$ cat src/rtl/alu_pkg.sv
// ---------------------------------------------------------------------------
// alu_pkg
//   Shared definitions for the ALU and its two-requester front end:
//   function-code constants, the arbiter FSM state type and the
//   is_muldiv() helper that selects the multi-cycle execute latency.
// ---------------------------------------------------------------------------
package alu_pkg;

  localparam int CTRL_W = 4;
  typedef logic [CTRL_W-1:0] ctrl_t;

  localparam ctrl_t OP_ADD = 4'b1111;
  localparam ctrl_t OP_SUB = 4'b1110;
  localparam ctrl_t OP_AND = 4'b1101;
  localparam ctrl_t OP_OR  = 4'b1100;
  localparam ctrl_t OP_MUL = 4'b0001;
  localparam ctrl_t OP_DIV = 4'b0010;
  localparam ctrl_t OP_SLL = 4'b1010;
  localparam ctrl_t OP_SLR = 4'b1011;
  localparam ctrl_t OP_ROL = 4'b1001;
  localparam ctrl_t OP_ROR = 4'b1000;

  typedef enum logic [1:0] {
    IDLE = 2'd0,
    EXEC = 2'd1,
    RESP = 2'd2
  } state_t;

  function automatic logic is_muldiv(input ctrl_t ctrl);
    return (ctrl == OP_MUL) || (ctrl == OP_DIV);
  endfunction

endpackage

$ cat src/rtl/alu.sv
// ---------------------------------------------------------------------------
// alu
//   Purely combinational ALU.  R carries the low result (with carry/borrow in
//   bit W), S the high product word or the remainder.  MUL/DIV are unsigned;
//   ADD/SUB flag signed overflow; shifts/rotates use i_b modulo W.
//   Ports:
//     i_a, i_b  [W-1:0]  operands
//     i_ctrl    [CW-1:0] function code (alu_pkg OP_*)
//     o_r, o_s  [W:0]    low / high result
//     o_exc              overflow, divide by zero or unknown function code
// ---------------------------------------------------------------------------
module alu
  import alu_pkg::*;
#(
  parameter int W  = 16,
  parameter int CW = 4
) (
  input  logic [W-1:0]  i_a,
  input  logic [W-1:0]  i_b,
  input  logic [CW-1:0] i_ctrl,
  output logic [W:0]    o_r,
  output logic [W:0]    o_s,
  output logic          o_exc
);

  localparam int SH_W = $clog2(W);

  logic [SH_W-1:0] w_sh;
  logic [W:0]      w_sum;
  logic [W:0]      w_diff;
  logic [2*W-1:0]  w_prod;
  logic [W-1:0]    w_rol;
  logic [W-1:0]    w_ror;
  logic            w_add_ovf;
  logic            w_sub_ovf;

  assign w_sh   = i_b[SH_W-1:0];
  assign w_sum  = {1'b0, i_a} + {1'b0, i_b};
  assign w_diff = {1'b0, i_a} - {1'b0, i_b};
  assign w_prod = (2*W)'(i_a) * (2*W)'(i_b);
  // Rotating the doubled word lets one shifter handle wrap-around.
  assign w_rol  = W'(({i_a, i_a} << w_sh) >> W);
  assign w_ror  = W'({i_a, i_a} >> w_sh);

  assign w_add_ovf = (i_a[W-1] == i_b[W-1]) && (w_sum[W-1]  != i_a[W-1]);
  assign w_sub_ovf = (i_a[W-1] != i_b[W-1]) && (w_diff[W-1] != i_a[W-1]);

  always_comb begin
    // NOTE: every output gets a default before the case so no path leaves it
    // unassigned, which would otherwise infer a latch.
    o_r   = '0;
    o_s   = '0;
    o_exc = 1'b0;
    case (i_ctrl)
      OP_ADD: begin o_r = w_sum;  o_exc = w_add_ovf; end
      OP_SUB: begin o_r = w_diff; o_exc = w_sub_ovf; end
      OP_AND: o_r = {1'b0, i_a & i_b};
      OP_OR:  o_r = {1'b0, i_a | i_b};
      OP_MUL: begin
        o_r = {1'b0, w_prod[W-1:0]};
        o_s = {1'b0, w_prod[2*W-1:W]};
      end
      OP_DIV: begin
        if (i_b == '0) begin
          o_exc = 1'b1;
        end else begin
          o_r = {1'b0, i_a / i_b};
          o_s = {1'b0, i_a % i_b};
        end
      end
      OP_SLL: o_r = {1'b0, i_a << w_sh};
      OP_SLR: o_r = {1'b0, i_a >> w_sh};
      OP_ROL: o_r = {1'b0, w_rol};
      OP_ROR: o_r = {1'b0, w_ror};
      default: o_exc = 1'b1;
    endcase
  end

endmodule

$ cat src/rtl/rr_arb2.sv
// ---------------------------------------------------------------------------
// rr_arb2
//   Two-way round-robin picker.  When both requests are present the one that
//   did not win last time is chosen; a lone request always wins.
//   Ports:
//     clk, rst_n      clock, asynchronous active-low reset
//     i_req   [1:0]   request vector
//     i_update        a grant was taken this cycle; remember its winner
//     o_grant [1:0]   one-hot winner, zero when nothing requests
//     o_grant_id      index of the winner
// ---------------------------------------------------------------------------
module rr_arb2 (
  input  logic       clk,
  input  logic       rst_n,
  input  logic [1:0] i_req,
  input  logic       i_update,
  output logic [1:0] o_grant,
  output logic       o_grant_id
);

  // Reset to 1 so requester 0 wins the first contested grant.
  logic r_last_grant;

  always_comb begin
    o_grant_id = 1'b0;
    case (i_req)
      2'b11:   o_grant_id = ~r_last_grant;
      2'b10:   o_grant_id = 1'b1;
      default: o_grant_id = 1'b0;
    endcase
    o_grant = (|i_req) ? (o_grant_id ? 2'b10 : 2'b01) : 2'b00;
  end

  always_ff @(posedge clk or negedge rst_n) begin
    // NOTE: sequential state uses non-blocking assignments so every flop
    // samples pre-edge values regardless of evaluation order.
    if (!rst_n) begin
      r_last_grant <= 1'b1;
    end else if (i_update) begin
      r_last_grant <= o_grant_id;
    end
  end

endmodule

$ cat src/rtl/alu_arbiter.sv
// ---------------------------------------------------------------------------
// alu_arbiter
//   Shares one ALU between requester 0 (integer pipeline) and requester 1
//   (address/branch unit).  A winning request is registered, executed for
//   1 cycle (MUL/DIV: MULDIV_LATENCY cycles) and the result is held until the
//   consumer takes it.  One transaction is in flight at a time.
//   Ports:
//     clk, rst_n                      clock, asynchronous active-low reset
//     req_valid[1:0] / req_ready[1:0] request handshake per requester
//     req{0,1}_A, req{0,1}_B, req{0,1}_Ctrl   operands and function code
//     rsp_valid / rsp_ready           result handshake
//     rsp_id, rsp_R, rsp_S, rsp_exc   owner, low/high result, exception
//   Optional (`define ALU_ARBITER_STATS_EN):
//     grant_cnt0, grant_cnt1, exc_cnt saturating 16-bit event counters
// ---------------------------------------------------------------------------
module alu_arbiter
  import alu_pkg::*;
#(
  parameter int REGISTER_DATA_BIT_WIDTH = 16,
  parameter int ALU_CONTROL_WIDTH       = 4,
  parameter int MULDIV_LATENCY          = 4
) (
  input  logic                               clk,
  input  logic                               rst_n,
  input  logic [1:0]                         req_valid,
  output logic [1:0]                         req_ready,
  input  logic [REGISTER_DATA_BIT_WIDTH-1:0] req0_A,
  input  logic [REGISTER_DATA_BIT_WIDTH-1:0] req0_B,
  input  logic [ALU_CONTROL_WIDTH-1:0]       req0_Ctrl,
  input  logic [REGISTER_DATA_BIT_WIDTH-1:0] req1_A,
  input  logic [REGISTER_DATA_BIT_WIDTH-1:0] req1_B,
  input  logic [ALU_CONTROL_WIDTH-1:0]       req1_Ctrl,
  output logic                               rsp_valid,
  input  logic                               rsp_ready,
  output logic                               rsp_id,
  output logic [REGISTER_DATA_BIT_WIDTH-1:0] rsp_R,
  output logic [REGISTER_DATA_BIT_WIDTH-1:0] rsp_S,
  output logic                               rsp_exc
`ifdef ALU_ARBITER_STATS_EN
  ,
  output logic [15:0]                        grant_cnt0,
  output logic [15:0]                        grant_cnt1,
  output logic [15:0]                        exc_cnt
`endif
);

  localparam int W     = REGISTER_DATA_BIT_WIDTH;
  localparam int CNT_W = $clog2(MULDIV_LATENCY + 1);
  localparam logic [CNT_W-1:0] CNT_ONE = CNT_W'(1);
  localparam logic [CNT_W-1:0] CNT_MD  = CNT_W'(MULDIV_LATENCY);

  if (MULDIV_LATENCY < 1) begin : g_bad_latency
    $error("alu_arbiter: MULDIV_LATENCY must be at least 1");
  end

  state_t                       r_state, w_next_state;
  logic [W-1:0]                 r_a, r_b;
  logic [ALU_CONTROL_WIDTH-1:0] r_ctrl;
  logic                         r_id;
  logic                         r_div0;
  logic [CNT_W-1:0]             r_cnt;
  logic [W-1:0]                 r_rsp_r, r_rsp_s;
  logic                         r_rsp_exc;

  logic [1:0]                   w_grant;
  logic                         w_grant_id;
  logic                         w_accept;
  logic                         w_last_cycle;
  logic [W-1:0]                 w_sel_a, w_sel_b;
  logic [ALU_CONTROL_WIDTH-1:0] w_sel_ctrl;
  logic                         w_sel_div0;
  logic [W:0]                   w_alu_r, w_alu_s;
  logic                         w_alu_exc;
  logic [1:0]                   w_unused_alu_msb;

  rr_arb2 u_rr_arb2 (
    .clk        (clk),
    .rst_n      (rst_n),
    .i_req      (req_valid),
    .i_update   (w_accept),
    .o_grant    (w_grant),
    .o_grant_id (w_grant_id)
  );

  alu #(
    .W  (W),
    .CW (ALU_CONTROL_WIDTH)
  ) u_alu (
    .i_a    (r_a),
    .i_b    (r_b),
    .i_ctrl (r_ctrl),
    .o_r    (w_alu_r),
    .o_s    (w_alu_s),
    .o_exc  (w_alu_exc)
  );

  // Results are W bits wide; the ALU's carry/borrow bits are dropped.
  assign w_unused_alu_msb = {w_alu_r[W], w_alu_s[W]};

  assign w_accept     = |(req_valid & req_ready);
  assign w_last_cycle = (r_state == EXEC) && (r_cnt == CNT_ONE);
  assign w_sel_a      = w_grant_id ? req1_A    : req0_A;
  assign w_sel_b      = w_grant_id ? req1_B    : req0_B;
  assign w_sel_ctrl   = w_grant_id ? req1_Ctrl : req0_Ctrl;
  // Divide by zero is resolved at accept: single-cycle, result forced.
  assign w_sel_div0   = (w_sel_ctrl == OP_DIV) && (w_sel_b == '0);

  // FSM: state register
  always_ff @(posedge clk or negedge rst_n) begin
    if (!rst_n) r_state <= IDLE;
    else        r_state <= w_next_state;
  end

  // FSM: next state
  always_comb begin
    w_next_state = r_state;
    case (r_state)
      IDLE:    if (w_accept)     w_next_state = EXEC;
      EXEC:    if (w_last_cycle) w_next_state = RESP;
      RESP:    if (rsp_ready)    w_next_state = IDLE;
      default: w_next_state = IDLE;
    endcase
  end

  // FSM: outputs.  Requests are offered only while idle, so a response
  // handshake never overlaps a new accept.
  always_comb begin
    req_ready = 2'b00;
    rsp_valid = 1'b0;
    case (r_state)
      IDLE:    req_ready = w_grant;
      RESP:    rsp_valid = 1'b1;
      default: ;
    endcase
  end

  always_ff @(posedge clk or negedge rst_n) begin
    // NOTE: the operand and result registers are reset too, so an aborted
    // transaction leaves no stale data visible on rsp_* after reset.
    if (!rst_n) begin
      r_a       <= '0;
      r_b       <= '0;
      r_ctrl    <= '0;
      r_id      <= 1'b0;
      r_div0    <= 1'b0;
      r_cnt     <= '0;
      r_rsp_r   <= '0;
      r_rsp_s   <= '0;
      r_rsp_exc <= 1'b0;
    end else if (w_accept) begin
      r_a    <= w_sel_a;
      r_b    <= w_sel_b;
      r_ctrl <= w_sel_ctrl;
      r_id   <= w_grant_id;
      r_div0 <= w_sel_div0;
      r_cnt  <= (is_muldiv(w_sel_ctrl) && !w_sel_div0) ? CNT_MD : CNT_ONE;
    end else if (r_state == EXEC) begin
      r_cnt <= r_cnt - CNT_ONE;
      if (w_last_cycle) begin
        r_rsp_r   <= r_div0 ? '0   : w_alu_r[W-1:0];
        r_rsp_s   <= r_div0 ? '0   : w_alu_s[W-1:0];
        r_rsp_exc <= r_div0 ? 1'b1 : w_alu_exc;
      end
    end
  end

  assign rsp_id  = r_id;
  assign rsp_R   = r_rsp_r;
  assign rsp_S   = r_rsp_s;
  assign rsp_exc = r_rsp_exc;

`ifdef ALU_ARBITER_STATS_EN
  logic [15:0] r_grant_cnt0, r_grant_cnt1, r_exc_cnt;

  always_ff @(posedge clk or negedge rst_n) begin
    if (!rst_n) begin
      r_grant_cnt0 <= '0;
      r_grant_cnt1 <= '0;
      r_exc_cnt    <= '0;
    end else begin
      if (w_accept && !w_grant_id && (r_grant_cnt0 != 16'hFFFF))
        r_grant_cnt0 <= r_grant_cnt0 + 16'd1;
      if (w_accept && w_grant_id && (r_grant_cnt1 != 16'hFFFF))
        r_grant_cnt1 <= r_grant_cnt1 + 16'd1;
      if (rsp_valid && rsp_ready && r_rsp_exc && (r_exc_cnt != 16'hFFFF))
        r_exc_cnt <= r_exc_cnt + 16'd1;
    end
  end

  assign grant_cnt0 = r_grant_cnt0;
  assign grant_cnt1 = r_grant_cnt1;
  assign exc_cnt    = r_exc_cnt;
`endif

endmodule

$ cat config.mk
export PLATFORM = sky130hd
export DESIGN_NAME = alu_arbiter
export DESIGN_NICKNAME = d
export VERILOG_FILES = /design/src/rtl/alu_pkg.sv /design/src/rtl/alu.sv /design/src/rtl/rr_arb2.sv /design/src/rtl/alu_arbiter.sv
export SDC_FILE = /design/constraint.sdc
export NUM_CORES = 1
export LEC_CHECK = 0
export CAP_MARGIN = 20
export CORE_MARGIN = 8
export CORE_UTILIZATION = 40
export DETAILED_ROUTE_END_ITERATION = 16
export HOLD_SLACK_MARGIN = 0.03
export PLACE_DENSITY = 0.67
export SLEW_MARGIN = 40
export SYNTH_ARGS = -nofsm -noshare
export SYNTH_HDL_FRONTEND = slang
export SYNTH_HIERARCHICAL = 1
export SYNTH_SLANG_ARGS = --single-unit
$ cat constraint.sdc
create_clock -name clk -period 66.2 [get_ports clk]
set_input_delay 6.62 -clock clk [delete_from_list [all_inputs] [get_ports clk]]
set_output_delay 6.62 -clock clk [all_outputs]
set_load 0.1 [all_outputs]
== Yosys cells after proc, flatten, opt, wreduce, memory -nomap -nowiden ==
Cells that the tools add are included.

* Register bits: 77
* Latch bits: 0
* RAM bits: 0
* Bits in read-only memories: 0
* Bits of input ports: 77
* Output and inout bits: 37
* Logic and storage cells: 90
* Memories: 0

* Add/sub/neg operators: 3
* $mul: 1
* Div/mod/pow operators: 2
* $lt $le $gt $ge: 0
* Eq/ne operators: 24
* Shift-type cells: 4
* Mux-type cells: 24
* Bitwise operators: 5
* Reductions and logical operators: 16

{| class="wikitable"
|+ Operator list
! operator !! count
|-
| $pmux 16 s10 || 1
|-
| $mux 16 || 6
|-
| $eq 4x4->1 const B || 8
|-
| $logic_not 16->1 || 2
|-
| $mul 16x16->32 || 1
|-
| $pmux 16 s2 || 1
|-
| $shl 32x4->32 || 1
|-
| $shr 32x4->16 || 1
|-
| $add 16x16->16 || 1
|-
| $and 16x16->16 || 1
|-
| $div 16x16->16 || 1
|-
| $mod 16x16->16 || 1
|-
| $or 16x16->16 || 1
|-
| $shl 16x4->16 || 1
|-
| $shr 16x4->16 || 1
|-
| $sub 16x16->16 || 1
|-
| $mux 2 || 6
|-
| $mux 3 || 3
|-
| $eq 4x1->1 const B || 2
|-
| $eq 4x2->1 const B || 2
|-
| $reduce_or 7->1 || 1
|-
| $eq 2x2->1 const B || 3
|-
| $pmux 2 s3 || 1
|-
| $reduce_and 3->1 || 2
|-
| other kinds (19) || 30
|}

== Longest topological paths before layout ==
Gate-level depths: netlist (run 1).

* Depth after elaboration: 9
* Depth in mapped cells: 141
* Gate-level depth less buffers: 131

== Cells and area by module ==
Netlist (run 1), hierarchy kept.

{| class="wikitable"
|+ By module, submodules not included
! module !! times used !! cells an instance !! area an instance (um2) !! seq. area each (um2)
|-
| alu || 1 || 2641 || 19257.2 || 0.0
|-
| alu_arbiter || 1 || 365 || 3523.4 || 1901.8
|-
| rr_arb2 || 1 || 6 || 71.3 || 26.3
|}

== Least setup slack after synthesis (run 1) ==
OpenSTA, ideal clock, no wires.

* Path kind: register to register
* From: register r_b[1]
* To: register r_rsp_s[7], in the netlist rsp_S[7]
* Setup time: 0.133 ns
* Arrival: 28.242 ns
* Required time: 66.067 ns
* Slack: 37.825 ns
* Stages on the path, launching flop included: 126
* Path buffers: 14
* Clock period less this slack: 28.375 ns
* Cells stage by stage: dfrtp_1 clkbuf_1 inv_1 buf_1 clkbuf_1 buf_1 ha_1 o21a_1 nor2_1 or3_1 o32a_1 inv_1 ha_1 nor2_1 a211oi_1 nand2_1 nand2_1 nand2_1 [... 90 more ...] o21ai_0 o31ai_1 o22ai_1 clkbuf_1 mux2_2 ha_1 and3_1 a221oi_1 o21ai_0 or4_1 a31oi_1 clkbuf_1 nor2_1 clkbuf_1 a221oi_1 o221ai_1 nand2_1 o21ai_0

* Longest elaborated chain between the ends: 4
* Elaborated cells between the ends (all ways): 6
* Those cells by class: mul: 1; div: 1; mux: 3; reduce/logical: 1

{| class="wikitable"
|+ RTL lines
! what !! RTL line !! source
|-
| start, declared || alu_arbiter.sv:57 || <nowiki>logic [W-1:0] r_a, r_b;</nowiki>
|-
| start signal, assigned || alu_arbiter.sv:152 || <nowiki>r_b <= w_sel_b;</nowiki>
|-
| $mod 16x16->16 or $logic_not 16->1 (tied branches) || alu.sv:68, alu.sv:64 ||
|-
| $mux 16 || alu.sv:64 || <nowiki>if (i_b == '0) begin</nowiki>
|-
| $pmux 16 s2 * || alu.sv:54 || <nowiki>case (i_ctrl)</nowiki>
|-
| net w_alu_s[7] || alu_arbiter.sv:72 || <nowiki>logic [W:0] w_alu_r, w_alu_s;</nowiki>
|-
| $mux 16 * || alu_arbiter.sv:161 || <nowiki>r_rsp_s <= r_div0 ? '0 : w_alu_s[W-1:0];</nowiki>
|-
| end signal, assigned || alu_arbiter.sv:161 ||
|-
| end, declared || alu_arbiter.sv:62 || <nowiki>logic [W-1:0] r_rsp_r, r_rsp_s;</nowiki>
|}

Mark *: on every way through the listed nets, which the timed path passes. The rest lies on a longest branch.
A chain may end at the register's enable or synchronous reset.

== Final worst setup path (run 1) ==
* From: register r_b[13]
* To: register r_rsp_s[12], in the netlist rsp_S[12]

Same word-level chain as after synthesis.

==> results.yml, run 1 <==
run_status:
  outcome: "finished clean"
placed_design:
  globalplace.congestion: 1.035
  detailedPlacementHpwl_um: 67960
  io_buffer_count: 113
global_route:
  met1_usage_pct: 35.14
  antenna_found_initial: 1
  overflow: 0
  grt_first_pass_wirelength_um: 134400
  met2_capacity_usage_during_global_routing_pct: 41.27
  top_usage_layer_grt: "met2"
  first_global_vias: 22250
  grt_util_met3_pct: 6.826
  grt_util_all_layers_pct: 27.06
  grt_max_degree: 84
critical_path:
  critPathCaptureType: "flop"
  cp_max_stage_cell: "sky130_fd_sc_hd__nor4_4"
  critical-path-top-delay-family: "compound AO/OA/AOI/OAI gates"
  critical_path_arrival_ps: 33540
  cp_common_cell: "sky130_fd_sc_hd__ha_1"
  critical_path_peak_fanout: 18
  max_stage_delay_ps: 730
  critPathRequiredTime_ps: 66500
  cp.buffers_inverters: 7
  timing.critical_path.from_type: "flop"
  worst-setup-path-type: "reg2reg"
layout:
  drive_gt1_share_pct: 6.540
  layout.nets: 3605
  fillers: 5780
  antenna_cells: 0
  area_delta_synth_final_pct: 9.117
clock_network:
  cts_root_buf: "sky130_fd_sc_hd__clkbuf_16"
  clock_sinks: 77
  count_of_hold_fix_buffers_inserted_at_cts: 0
  clock_insertion_delay_worst_skew_ps: 390
  cts.htree.levels: 3
  clkSlewWorstSetupHoldPaths_ps: 70
  tritoncts: "done"
  cts_buffer_depth: 2
  post_cts.repair.setup_buffers: 0
  ctsResizeCount: 0
  tritoncts.num_buffers: 9
timing:
  clock_skew_ps: 16.20
  final.min_clock_period_ps: 33240
  setup_tns_ps: 0
  timing.final.setup_violations: 0
  timing_worst_slew_pin_value_ps: 926.3
  slew_violations: 0
  post-route-period-util_pct: 50.21
  fmaxAchievable_ghz: 0.03009
  hold_violations: 0
  max-slew-margin-rel_pct: 37.72
  setup_repair_after_global_routing_missed_its_margin: "no"
routing:
  drt_drc_violations_left: 0
  drt-initial-drc-count: 2202
  detailedRoute.firstPassIterationCount: 6
  avgRoutedWirePerCell_um: 23.34
  avgViaCountPerCell: 5.968
  via_count: 22670
  antenna_left: 0
  finalWirelength_um: 88690
floorplan:
  chipHeight_um: 254.7
  core_mm2: 0.05639
  ios: 114
  num_rows: 87
  die_width_um: 254.7
  start_util_pct: 40.43
  die_area_mm2: 0.06488
logic_synthesis:
  post_synth_inst_count: 3003
  syn_avg_cell_area_um2: 7.591
  synth_warnings: 6
  netlist_area_mm2: 0.02279
  synth_nets: 3570
min_path:
  hold_path.class: "reg2reg"
run:
  maxCapViolations: 0
==> per-stage QoR <==
stage	instances	worst slack, ps	area [µm²]	utilization [%]	hold WS (ps)
3_3_place_gp	3782	33870	24710	43.82	465.1
2_1_floorplan	3003	37820	22790	-	480.2
6_report	3799	32960	24870	44.11	471.8
3_5_place_dp	3783	33040	24550	43.54	465.0
5_1_grt	3799	30470	24870	44.11	500.6
4_1_cts	3799	32930	24840	44.06	480.3
==> tightest hold or removal path, stage by stage (launching register included) <==
cell,delay (ps)
sky130_fd_sc_hd__dfrtp_1,340
sky130_fd_sc_hd__nand2_1,40
sky130_fd_sc_hd__o21ai_0,60
==> flip-flops by register name, indices dropped and copies added (netlist names) <==
signal and cells:
u_rr_arb2/r_last_grant 1, r_div0 1, r_ctrl 4, r_cnt 3
rsp_S 16, r_a 16, r_b 16, r_state 2
rsp_id 1, rsp_R 16, rsp_exc 1
==> cell usage in the layout (no fill, tap or decap), types with 10 or more instances in the layout <==
cell type	count
sky130_fd_sc_hd__o21a_1	34
sky130_fd_sc_hd__nand4_1	14
sky130_fd_sc_hd__nand2b_1	36
sky130_fd_sc_hd__and3_1	10
sky130_fd_sc_hd__a221oi_1	15
sky130_fd_sc_hd__a21boi_0	11
sky130_fd_sc_hd__fa_1	197
sky130_fd_sc_hd__buf_2	38
sky130_fd_sc_hd__buf_4	52
sky130_fd_sc_hd__mux2_2	30
sky130_fd_sc_hd__nand2_1	369
sky130_fd_sc_hd__mux2i_1	75
sky130_fd_sc_hd__xnor2_1	73
sky130_fd_sc_hd__o221ai_1	13
sky130_fd_sc_hd__clkdlybuf4s50_1	75
sky130_fd_sc_hd__a21oi_1	208
sky130_fd_sc_hd__o21ai_1	18
sky130_fd_sc_hd__or3_1	23
sky130_fd_sc_hd__a211oi_1	27
sky130_fd_sc_hd__nand3_1	30
sky130_fd_sc_hd__o22ai_1	21
sky130_fd_sc_hd__a221o_1	10
sky130_fd_sc_hd__dfrtp_1	73
sky130_fd_sc_hd__o21bai_1	13
sky130_fd_sc_hd__nor3_1	56
sky130_fd_sc_hd__o31ai_1	17
sky130_fd_sc_hd__o21ai_0	163
sky130_fd_sc_hd__ha_1	293
sky130_fd_sc_hd__nor2_1	359
sky130_fd_sc_hd__nor4_1	11
sky130_fd_sc_hd__xor2_1	48
sky130_fd_sc_hd__a21o_1	45
sky130_fd_sc_hd__and2_1	15
sky130_fd_sc_hd__nor2b_1	22
sky130_fd_sc_hd__o211ai_1	25
sky130_fd_sc_hd__a31oi_1	24
sky130_fd_sc_hd__inv_1	303
==> worst paths after layout <==
path                            cells past startpoint  slack [ps]   endpoint      from
worst max-delay path                              119       32960  rsp_S[12]   r_b[13]
worst min-delay path                                2         470   rsp_S[5]  rsp_S[5]
worst max register to register                    119       32960  rsp_S[12]   r_b[13]
worst min register to register                      2         470   rsp_S[5]  rsp_S[5]
max in group asynchronous                           2       59150    r_a[14]     rst_n
min in group asynchronous                           1        6140   rsp_S[5]     rst_n
==> cell type report <==
cell class | instances | area [µm²] | area share [%]
clock buffer | 10 | 229.0 | 0.9206
clock inverter | 6 | 63.81 | 0.2566
inverter | 315 | 1182 | 4.754
multi-input combinational | 2468 | 19170 | 77.06
sequential | 77 | 1932 | 7.767
tap | 756 | 945.9 | 3.803
timing repair buffer | 167 | 1354 | 5.443
==> per-layer routing <==
metal  wire, µm  share of wire [%]  vias to the layer above
li1           -                  -                    10430
met1      36470                 41                    10770
met2      37460                 42                     1188
met3       9399                 11                      280
met4       5320                6.0                        4
met5         26              0.029                        -
Power of run 1 is left out: the tool's default activity adds up to more than one toggle a clock period on the data nets, which glitch-free logic cannot reach.
==> run 2: changes to the inputs <==
- clock period: 66.2 -> 31.2 ns (I/O delays scaled with it)
==> results.yml, run 2 (same netlist as run 1, synthesis figures left out) <==
timing:
  timing.final.setup_violations: 0
  setup_ws_ps: 1776
  max-slew-margin-rel_pct: 39.87
  fmaxAchievable_ghz: 0.03399
  final.min_clock_period_ps: 29420
  slew_violations: 0
  hold_violations: 0
  clock_skew_ps: 22.97
  post-route-period-util_pct: 94.31
  setup_tns_ps: 0
  timing_worst_slew_pin_value_ps: 901.9
routing:
  drt-initial-drc-count: 2512
  drt_drc_violations_left: 0
  via_count: 23040
  antenna_left: 0
  finalWirelength_um: 89370
  detailedRoute.firstPassIterationCount: 6
  avgViaCountPerCell: 6.024
  avgRoutedWirePerCell_um: 23.36
critical_path:
  cp.depth: 118
  critical_path_arrival_ps: 29730
  worst_setup_path_endpoint: "rsp_S[12]"
  max_stage_delay_ps: 570
  timing.critical_path.from_type: "flop"
  cp.buffers_inverters: 7
  timing.critical_path.from: "r_b[4]"
  regToRegStartpoint: "r_b[4]"
  cp_max_stage_cell: "sky130_fd_sc_hd__or4_1"
  critPathRequiredTime_ps: 31500
  cp_common_cell: "sky130_fd_sc_hd__ha_1"
  worst-setup-path-type: "reg2reg"
  critical_path_peak_fanout: 16
  register_to_register_setup_slack_ps: 1780
  worst-r2r-cell-count: 118
  rr_endpoint: "rsp_S[12]"
  critPathCaptureType: "flop"
  critical-path-top-delay-family: "compound AO/OA/AOI/OAI gates"
floorplan:
  core_mm2: 0.05639
  die_width_um: 254.7
  die_area_mm2: 0.06488
  start_util_pct: 40.43
  chipHeight_um: 254.7
  ios: 114
  num_rows: 87
global_route:
  overflow: 0
  grt_util_all_layers_pct: 27.35
  grt_first_pass_wirelength_um: 135800
  grt_max_degree: 84
  antenna_found_initial: 2
  first_global_vias: 22520
placed_design:
  globalplace.congestion: 1.003
  io_buffer_count: 113
  dp_cells: 3802
  dp_worst_setup_slack_ps: -702.5
  detailedPlacementHpwl_um: 68670
clock_network:
  clock_sinks: 77
  clock_insertion_delay_worst_skew_ps: 400
  cts_buffer_depth: 2
  clkSlewWorstSetupHoldPaths_ps: 70
  cts_root_buf: "sky130_fd_sc_hd__clkbuf_16"
  tritoncts: "done"
  cts.htree.levels: 3
  tritoncts.num_buffers: 9
  count_of_hold_fix_buffers_inserted_at_cts: 0
layout:
  finalNonFillerCells: 3825
  drive_gt1_share_pct: 8.154
  final_core_utilization_pct: 44.72
  layout.nets: 3628
  layout_commonest_cell: "sky130_fd_sc_hd__nand2_1"
  area_delta_synth_final_pct: 10.62
  final_cell_mix: "sky130_fd_sc_hd__nand2_1, sky130_fd_sc_hd__nor2_1, sky130_fd_sc_hd__inv_1"
min_path:
  hold_path.class: "reg2reg"
run_status:
  outcome: "finished clean"
run:
  maxCapViolations: 0
[run 2: cell count changes in the layout (fill, tap and decap cells not counted), moves of 3 or more]
cell / before / now
sky130_fd_sc_hd__o21ai_2: 2 / 5
sky130_fd_sc_hd__o31ai_1: 17 / 13
sky130_fd_sc_hd__inv_6: 0 / 3
sky130_fd_sc_hd__o31ai_2: 0 / 4
sky130_fd_sc_hd__nor2_1: 359 / 356
sky130_fd_sc_hd__o21ai_0: 163 / 160
sky130_fd_sc_hd__buf_4: 52 / 77
sky130_fd_sc_hd__diode_2: 0 / 3
[run 2: how the worst min path moves through the flow]
stage,from,to,slack (ps),cells past startpoint
after CTS,rsp_S[3],rsp_S[3],480,2
final,rsp_S[4],rsp_S[4],470,2
after detailed placement,rsp_S[3],rsp_S[3],470,2
after global placement,rsp_S[2],rsp_S[2],460,2
after floorplan,r_cnt[1],r_cnt[1],480,2
after global routing,rsp_S[4],rsp_S[4],500,2
[run 2: area by class of cell]
class,instances,area (µm²)
multi-input cells,2468,19310
clock buffers,9,225.2
flip-flops and latches,77,1931
fillers,5838,31170
clock inverters,7,80.08
well taps,756,945.9
inverters,315,1186
diodes,3,7.507
repair buffers,190,1525
[run 2: worst min-delay path, stage by stage, from the launching register on]
cell and delay (ps):
sky130_fd_sc_hd__dfrtp_1 340, sky130_fd_sc_hd__nand2_1 40, sky130_fd_sc_hd__o21ai_0 50
[run 2: metrics by stage]
| step | area [µm²] | hold slack, ps |
|---|---|---|
| after floorplan | 22790 | 480.2 |
| after detailed placement | 24700 | 466.2 |
| final | 25210 | 472.9 |
| after global routing | 25210 | 501.4 |
| after CTS | 25050 | 482.8 |
| after global placement | 24860 | 461.9 |
[run 2: what timing repair did]
item                                    CTS  global route
endpoints found under the setup margin   17            17
gates resized for setup                   6            30
setup buffers                             1             3
pin swaps                                 1             2
[run 2: routing by layer]
| metal | part of all wire (%) | GRT usage, % | vias to the layer above |
|---|---|---|---|
| met5 | 0.028 | 0 | - |
| met4 | 5.6 | 12.87 | 4 |
| met3 | 11 | 7.081 | 271 |
| met2 | 43 | 41.69 | 1264 |
| met1 | 41 | 35.92 | 11020 |
| li1 | - | - | 10480 |
Power of run 2 is left out for the same reason.
